==> src/rtl/alu_control_seq.sv <==
// ALU control decoder with a multi-cycle multiply/divide sequencer.
// Optional macro ALU_SHIFT_OPS_EN adds SLL/SRL decode and the shamt_sel_o port.
module alu_control_seq #(
    parameter int OPER_W      = 4,
    parameter int MULT_CYCLES = 4,
    parameter int DIV_CYCLES  = 8
) (
    input  logic              clk,
    input  logic              reset,
    input  logic              valid_i,
    input  logic [2:0]        alu_op_i,
    input  logic [5:0]        alu_function_i,
    input  logic              flush_i,
    output logic              ready_o,
    output logic [OPER_W-1:0] alu_operation_o,
    output logic              op_valid_o,
    output logic              illegal_o,
    output logic              md_start_o,
    output logic              md_busy_o,
`ifdef ALU_SHIFT_OPS_EN
    output logic              md_done_o,
    output logic              shamt_sel_o
`else
    output logic              md_done_o
`endif
);

    typedef enum logic [1:0] {
        IDLE    = 2'd0,
        MD_BUSY = 2'd1,
        MD_DONE = 2'd2
    } state_t;

    // Decode result packed as {illegal, is_mult, is_div, code[3:0]}
    function automatic logic [6:0] decode(input logic [2:0] op, input logic [5:0] funct);
        logic [6:0] r;
        r = {1'b1, 1'b0, 1'b0, 4'b1001};
        case (op)
            3'b111: begin
                case (funct)
                    6'b100000: r = {1'b0, 1'b0, 1'b0, 4'b0011};
                    6'b100010: r = {1'b0, 1'b0, 1'b0, 4'b0100};
                    6'b100101: r = {1'b0, 1'b0, 1'b0, 4'b0010};
                    6'b100100: r = {1'b0, 1'b0, 1'b0, 4'b0110};
                    6'b100111: r = {1'b0, 1'b0, 1'b0, 4'b0111};
                    6'b101010: r = {1'b0, 1'b0, 1'b0, 4'b1000};
                    6'b011000: r = {1'b0, 1'b1, 1'b0, 4'b1100};
                    6'b011001: r = {1'b0, 1'b1, 1'b0, 4'b1100};
                    6'b011010: r = {1'b0, 1'b0, 1'b1, 4'b1101};
                    6'b011011: r = {1'b0, 1'b0, 1'b1, 4'b1101};
`ifdef ALU_SHIFT_OPS_EN
                    6'b000000: r = {1'b0, 1'b0, 1'b0, 4'b1010};
                    6'b000010: r = {1'b0, 1'b0, 1'b0, 4'b1011};
`endif
                    default:   r = {1'b1, 1'b0, 1'b0, 4'b1001};
                endcase
            end
            3'b100:  r = {1'b0, 1'b0, 1'b0, 4'b0011};
            3'b101:  r = {1'b0, 1'b0, 1'b0, 4'b0010};
            3'b001:  r = {1'b0, 1'b0, 1'b0, 4'b0110};
            3'b110:  r = {1'b0, 1'b0, 1'b0, 4'b0101};
            3'b010:  r = {1'b0, 1'b0, 1'b0, 4'b1000};
            default: r = {1'b1, 1'b0, 1'b0, 4'b1001};
        endcase
        return r;
    endfunction

    state_t            state_q, state_d;
    logic [7:0]        cnt_q, cnt_d;
    logic [OPER_W-1:0] oper_q, oper_d;
    logic              op_valid_q, op_valid_d;
    logic              illegal_q, illegal_d;
    logic              start_q, start_d;
    logic              busy_q, busy_d;
    logic              done_q, done_d;
    logic [6:0]        dec_s;
`ifdef ALU_SHIFT_OPS_EN
    logic              shamt_q, shamt_d;
    logic              is_shift_s;
`endif

    assign dec_s = decode(alu_op_i, alu_function_i);
`ifdef ALU_SHIFT_OPS_EN
    assign is_shift_s = (alu_op_i == 3'b111) &&
                        ((alu_function_i == 6'b000000) || (alu_function_i == 6'b000010));
`endif

    // Next-state, counter and registered-output computation
    always_comb begin
        state_d    = state_q;
        cnt_d      = cnt_q;
        oper_d     = oper_q;
        op_valid_d = 1'b0;
        illegal_d  = 1'b0;
        start_d    = 1'b0;
        busy_d     = 1'b0;
        done_d     = 1'b0;
`ifdef ALU_SHIFT_OPS_EN
        shamt_d    = shamt_q;
`endif
        if (flush_i) begin
            // Abort wins over everything, including a same-cycle request
            state_d = IDLE;
            cnt_d   = 8'd0;
        end else begin
            case (state_q)
                IDLE: begin
                    if (valid_i) begin
                        oper_d = OPER_W'(dec_s[3:0]);
`ifdef ALU_SHIFT_OPS_EN
                        shamt_d = is_shift_s;
`endif
                        if (dec_s[5]) begin
                            state_d = MD_BUSY;
                            cnt_d   = 8'(MULT_CYCLES - 1);
                            start_d = 1'b1;
                            busy_d  = 1'b1;
                        end else if (dec_s[4]) begin
                            state_d = MD_BUSY;
                            cnt_d   = 8'(DIV_CYCLES - 1);
                            start_d = 1'b1;
                            busy_d  = 1'b1;
                        end else begin
                            op_valid_d = 1'b1;
                            illegal_d  = dec_s[6];
                        end
                    end else begin
                        state_d = IDLE;
                    end
                end
                MD_BUSY: begin
                    if (cnt_q == 8'd0) begin
                        state_d    = MD_DONE;
                        done_d     = 1'b1;
                        op_valid_d = 1'b1;
                    end else begin
                        cnt_d  = cnt_q - 8'd1;
                        busy_d = 1'b1;
                    end
                end
                MD_DONE: begin
                    state_d = IDLE;
                end
                default: begin
                    state_d = IDLE;
                    cnt_d   = 8'd0;
                end
            endcase
        end
    end

    // State and output registers
    always_ff @(posedge clk or posedge reset) begin
        if (reset) begin
            state_q    <= IDLE;
            cnt_q      <= 8'd0;
            oper_q     <= '0;
            op_valid_q <= 1'b0;
            illegal_q  <= 1'b0;
            start_q    <= 1'b0;
            busy_q     <= 1'b0;
            done_q     <= 1'b0;
`ifdef ALU_SHIFT_OPS_EN
            shamt_q    <= 1'b0;
`endif
        end else begin
            state_q    <= state_d;
            cnt_q      <= cnt_d;
            oper_q     <= oper_d;
            op_valid_q <= op_valid_d;
            illegal_q  <= illegal_d;
            start_q    <= start_d;
            busy_q     <= busy_d;
            done_q     <= done_d;
`ifdef ALU_SHIFT_OPS_EN
            shamt_q    <= shamt_d;
`endif
        end
    end

    assign ready_o         = (state_q == IDLE);
    assign alu_operation_o = oper_q;
    assign op_valid_o      = op_valid_q;
    assign illegal_o       = illegal_q;
    assign md_start_o      = start_q;
    assign md_busy_o       = busy_q;
    assign md_done_o       = done_q;
`ifdef ALU_SHIFT_OPS_EN
    assign shamt_sel_o     = shamt_q;
`endif

endmodule

==> config.mk <==
export PLATFORM = sky130hd
export DESIGN_NAME = alu_control_seq
export DESIGN_NICKNAME = d
export VERILOG_FILES = /design/src/rtl/alu_control_seq.sv
export SDC_FILE = /design/constraint.sdc
export NUM_CORES = 1
export LEC_CHECK = 0
export CORE_UTILIZATION = 30
export CTS_BUF_LIST = sky130_fd_sc_hd__clkbuf_2
export CTS_CLUSTER_DIAMETER = 60
export DETAILED_ROUTE_END_ITERATION = 12
export PLACE_DENSITY = 0.52
export SETUP_SLACK_MARGIN = 0.5
export SLEW_MARGIN = 20
export SYNTH_ARGS = -nofsm -noshare
export SYNTH_HDL_FRONTEND = slang
export SYNTH_SLANG_ARGS = --single-unit
==> constraint.sdc <==
create_clock -name clk -period 5.8 [get_ports clk]
set_input_delay 0.58 -clock clk [delete_from_list [all_inputs] [get_ports clk]]
set_output_delay 0.58 -clock clk [all_outputs]
set_load 0.05 [all_outputs]
After elaboration in Yosys (flattened, before gate mapping):

Cells that the tools add are included.

* reductions and logical operators: 7
* eq/ne operators: 24
* add/subtract/negate cells: 1
* mux-type cells: 35
* bitwise logic cells: 1

Operators by type and width (count)
* $pmux W7 S8: 1
* $pmux W7 S6: 1
* $mux W8: 5
* $eq A6 B6 Y1 const B: 6
* $eq A6 B5 Y1 const B: 4
* $pmux W8 S3: 1
* $mux W1: 19
* $eq A3 B3 Y1 const B: 4
* $mux W2: 5
* $ne A3 B3 Y1 const B: 3
* $logic_not A8 Y1: 1
* $sub A8 B1 Y8 const B: 1
* $ne A5 B3 Y1 const B: 1
* $ne A4 B2 Y1 const B: 1
* $pmux W1 S2: 2
* $pmux W2 S2: 1
* $reduce_and A4 Y1: 1
* $reduce_or A2 Y1: 2
* $eq A3 B1 Y1 const B: 1
* $eq A3 B2 Y1 const B: 1
* $reduce_and A3 Y1: 1
* $eq A2 B1 Y1 const B: 1
* $eq A2 B2 Y1 const B: 1
* $logic_not A2 Y1: 1
* 3 further kinds: 3

* bits of input ports: 13
* output and inout bits: 10
* logic and storage cells: 76
* flip-flop bits (word level): 19

Longest topological paths before layout:

* depth in word-level cells: 9
* gate-level depth with buffers: 7

Worst setup path before layout:

No wires, ideal clock.

* kind: input-to-reg
* start: in alu_op_i[0]
* end: reg cnt_q[2]
* data required time: 5675 ps
* setup time: 125 ps
* stages on the path: 7
* data arrival time: 1984 ps
* setup slack: 3690 ps
* cell sequence: ha_1 and2_1 clkbuf_2 a311oi_1 or2_1 buf_6 mux2_4

* cells in the longest elaborated chain, start to end: 6
* elaborated cells between the ends (all ways): 13

Ends and longest elaborated chain
* from (decl): line 11 `input logic [2:0] alu_op_i,`
* $eq A3 B2 Y1, or another cell as far along: line 38 `case (op)`
* $pmux W7 S6 *: line 38
* $mux W8: line 113 `if (dec_s[5]) begin`
* $mux W8: line 108 `if (valid_i) begin`
* $pmux W8 S3: line 106 `case (state_q)`
* $mux W8: line 101 `if (flush_i) begin`
* to (signal assigned): line 168 `cnt_q <= cnt_d;`
* to (decl): line 69 `logic [7:0] cnt_q, cnt_d;`

Every way passes the cells marked *; elsewhere a longest branch is shown, timed or not. The select of a mux whose other input is x is not followed.
A chain may end at the register's enable or synchronous reset.

Worst setup path in the final report:

* start: reg state_q[0]
* end: out ready_o

* cells in the longest elaborated chain, start to end: 1

Ends and longest elaborated chain
* from (decl): line 68 `state_t state_q, state_d;`
* from (signal assigned): line 167 `state_q <= state_d;`
* $logic_not A2 Y1: line 181 `assign ready_o = (state_q == IDLE);`
* to (decl): line 14 `output logic ready_o,`

Every way passes these cells.

==> impl_metrics.json <==
{
  "status": "finished, final reports clean",
  "min_path_type": "reg2reg",
  "grt_pass1_vias": 1007,
  "drtIter0Drc": 89,
  "synth.distinct_cells": 47,
  "cap_viol_max_count": 0,
  "die_area_mm2": 0.00443,
  "antenna_found_initial": 0,
  "postLayoutSetupSlackWorst_ps": 3310,
  "critPathMaxStageDelay_ps": 830,
  "period_share": 0.430,
  "internal-power_uw": 192,
  "relSlewSlack": 0.494,
  "irDropWorstVdd_v": 0.0000860,
  "rsz0062_at_grt": "no",
  "cts_setup_buffers": 0,
  "hold_viol_final": 0,
  "clkTransAtPathRegs_ps": 190,
  "cts_resized": 0,
  "root_buffer": "clkbuf_2",
  "avgSynthCellArea_um2": 9.27,
  "start_util": 0.313,
  "setup_violations": 0,
  "cts_made_buffers": 3,
  "die_height_um": 66.6,
  "tightest_slew_ps": 758,
  "synth_top_cell_by_area": "dfrtp_1",
  "seq_power_share": 0.500,
  "track_usage": 0.138,
  "synthCells": 135,
  "clock-sinks": 19,
  "slew_viol_final": 0,
  "viasPerCell": 5.23,
  "grt.busiest_layer": "met2",
  "achievable-frequency_mhz": 401,
  "netlist_area_mm2": 0.00125,
  "ys.warnings.count": 0,
  "ant_nets": 0,
  "wire_per_inst_um": 13.8,
  "swShare": 0.343,
  "rows": 23,
  "p_leak_uw": 0.000598,
  "ys_seq_area_frac": 0.380,
  "period_needed_ps": 2490,
  "synth_top_cell_area_share": 0.380,
  "finalSetupTns_ps": 0,
  "worstSetupPathType": "reg2out",
  "core_region_area_mm2": 0.00400,
  "arrival_ps": 1910,
  "p_comb_frac": 0.302,
  "cp-start-kind": "flip-flop",
  "overflow": 0,
  "critPathSlowestCell": "clkdlybuf4s50_1",
  "grt_pass1_wl_um": 4640,
  "power_switching_uw": 100,
  "clockBufferDepth": 2,
  "drc": 0,
  "synth_flop_cell": "dfrtp_1",
  "crit_fanout": 13,
  "fill_cells": 415,
  "via_count": 1067,
  "total_power_uw": 292,
  "area_delta_synth_final_pct": 21.1,
  "fin_skew_ps": 0.669,
  "clk_latency_ps": 300,
  "postSynth.asyncResetShare": 1.00,
  "cp_cell_sequence": "nor2_1 > clkdlybuf4s50_1",
  "whs_ps": 517,
  "synthTopCellsByArea": "dfrtp_1, ha_1, nor2_1",
  "p_per_area_mw_per_mm2": 193,
  "nets": 174,
  "globalplace.congestion": 0.849,
  "cts_hold_repair.buffers": 0,
  "drtPass1Iterations": 4,
  "portBuffers": 22,
  "ys_ff_latch": 19,
  "cp.required_ps": 5220,
  "cts.htree.levels": 1,
  "gr-usage-met1": 0.171,
  "drt_wl_total_um": 2820,
  "synth_edf_count": 0,
  "drive_gt1_frac": 0.0909,
  "num_antenna_cells": 0,
  "clkPwrFrac": 0.198,
  "cts_tree": "yes",
  "grt_use_met3": 0.0205,
  "syn-num-nets": 154,
  "grtUsageMet2": 0.242,
  "crit_path_end_kind": "primary output",
  "dpl.hpwl_um": 2180,
  "boundaryPins": 23,
  "grt_max_degree": 20,
  "die_w_um": 66.6,
  "preCtsSetupSlack_ps": 3070
}
-- cells by family after synthesis --
kind of cell,share of synthesized area
AOI/OAI and AO/OA,0.228
xor gates and xnor gates,0.0140
adders and majority gates,0.0600
buffers and inverters,0.0490
DFF,0.380
muxes,0.0360
and+or+nand+nor,0.233
-- cells in the mapped netlist (2+ instances only) --
cell type	instances
nor4_1	2
o21ai_0	7
a31oi_1	5
and2_1	2
xnor2_1	2
dfrtp_1	19
or3b_2	2
nand3_1	2
clkbuf_1	4
nor3b_1	3
inv_1	6
a21oi_1	9
o2bb2ai_1	3
ha_1	6
or2_2	2
nand2_1	6
nand2b_1	2
a211oi_1	4
nor3_1	6
mux2i_1	3
o21a_1	2
nor2_1	13
-- final timing paths --
kind / to / from / cells past startpoint / slack [ps]
max: ready_o / state_q[0]$_DFFE_PP0P_ / 2 / 3310
min: alu_operation_o[1]$_DFFE_PP0P_ / alu_operation_o[1]$_DFFE_PP0P_ / 2 / 520
max reg2reg: cnt_q[2]$_DFFE_PP0P_ / cnt_q[0]$_DFFE_PP0P_ / 6 / 3490
min reg2reg: alu_operation_o[1]$_DFFE_PP0P_ / alu_operation_o[1]$_DFFE_PP0P_ / 2 / 520
max in group asynchronous: cnt_q[7]$_DFFE_PP0P_ / reset / 2 / 4660
min in group asynchronous: md_start_o$_DFF_PP0_ / reset / 2 / 680
-- cells in the final DEF (no fill, tap or decap), types with 2 or more instances in the layout --
cell type,netlist,layout
a211oi_1,4,4
a21oi_1,9,9
a31oi_1,5,5
and2_1,2,2
clkbuf_2,1,3
clkdlybuf4s50_1,0,22
dfrtp_1,19,19
ha_1,6,6
inv_1,6,6
mux2i_1,3,3
nand2_1,6,6
nand2b_1,2,2
nand3_1,2,2
nor2_1,13,13
nor3_1,6,6
nor3b_1,3,3
nor4_1,2,2
o21a_1,2,2
o21ai_0,7,7
o2bb2ai_1,3,3
or2_2,2,2
or3b_2,2,2
xnor2_1,2,2
-- power groups by stage --
| stage | combinational [uW] | sequential, uW | clock [uW] |
|---|---|---|---|
| after global placement | 88.5 | 148 | 0 |
| after global routing | 96.1 | 147 | 68.3 |
| after CTS | 88.8 | 146 | 62.0 |
| after floorplan | 42.8 | 164 | 0 |
| final | 88.2 | 146 | 57.7 |
| after detailed placement | 88.4 | 148 | 0 |
-- layout make-up --
cell class | instances | area (um^2) | area share
multi-input cells | 103 | 714 | 0.472
flip-flops and latches | 19 | 475 | 0.314
repair buffers | 22 | 220 | 0.145
well taps | 50 | 62.6 | 0.0413
inverters | 6 | 22.5 | 0.0149
clock buffers | 3 | 15.0 | 0.00991
clock inverters | 1 | 5.00 | 0.00330
-- registers in the layout, indices dropped and copies added (netlist names) --
signal / flops
md_start_o: 1
cnt_q: 8
md_busy_o: 1
md_done_o: 1
op_valid_o: 1
alu_operation_o: 4
illegal_o: 1
state_q: 2
-- routing by layer --
metal,vias up,part of all wire
li1,536,-
met1,501,0.45
met2,28,0.51
met3,2,0.030
met4,0,0.0081
met5,-,0
-- critical path, delay by kind of cell (launching register included) --
kind          cells  cell delay, ps
simple gates      1             230
buf+inv           1             830
flops             1             550
-- metrics by stage --
stage	cell area [um^2]	instances	utilization
2_1_floorplan	1250	135	-
3_3_place_gp	1500	200	0.374
3_5_place_dp	1500	200	0.374
4_1_cts	1520	204	0.379
5_1_grt	1520	204	0.379
6_report	1520	204	0.379
Note: power is estimated with default switching activity, not from simulation.
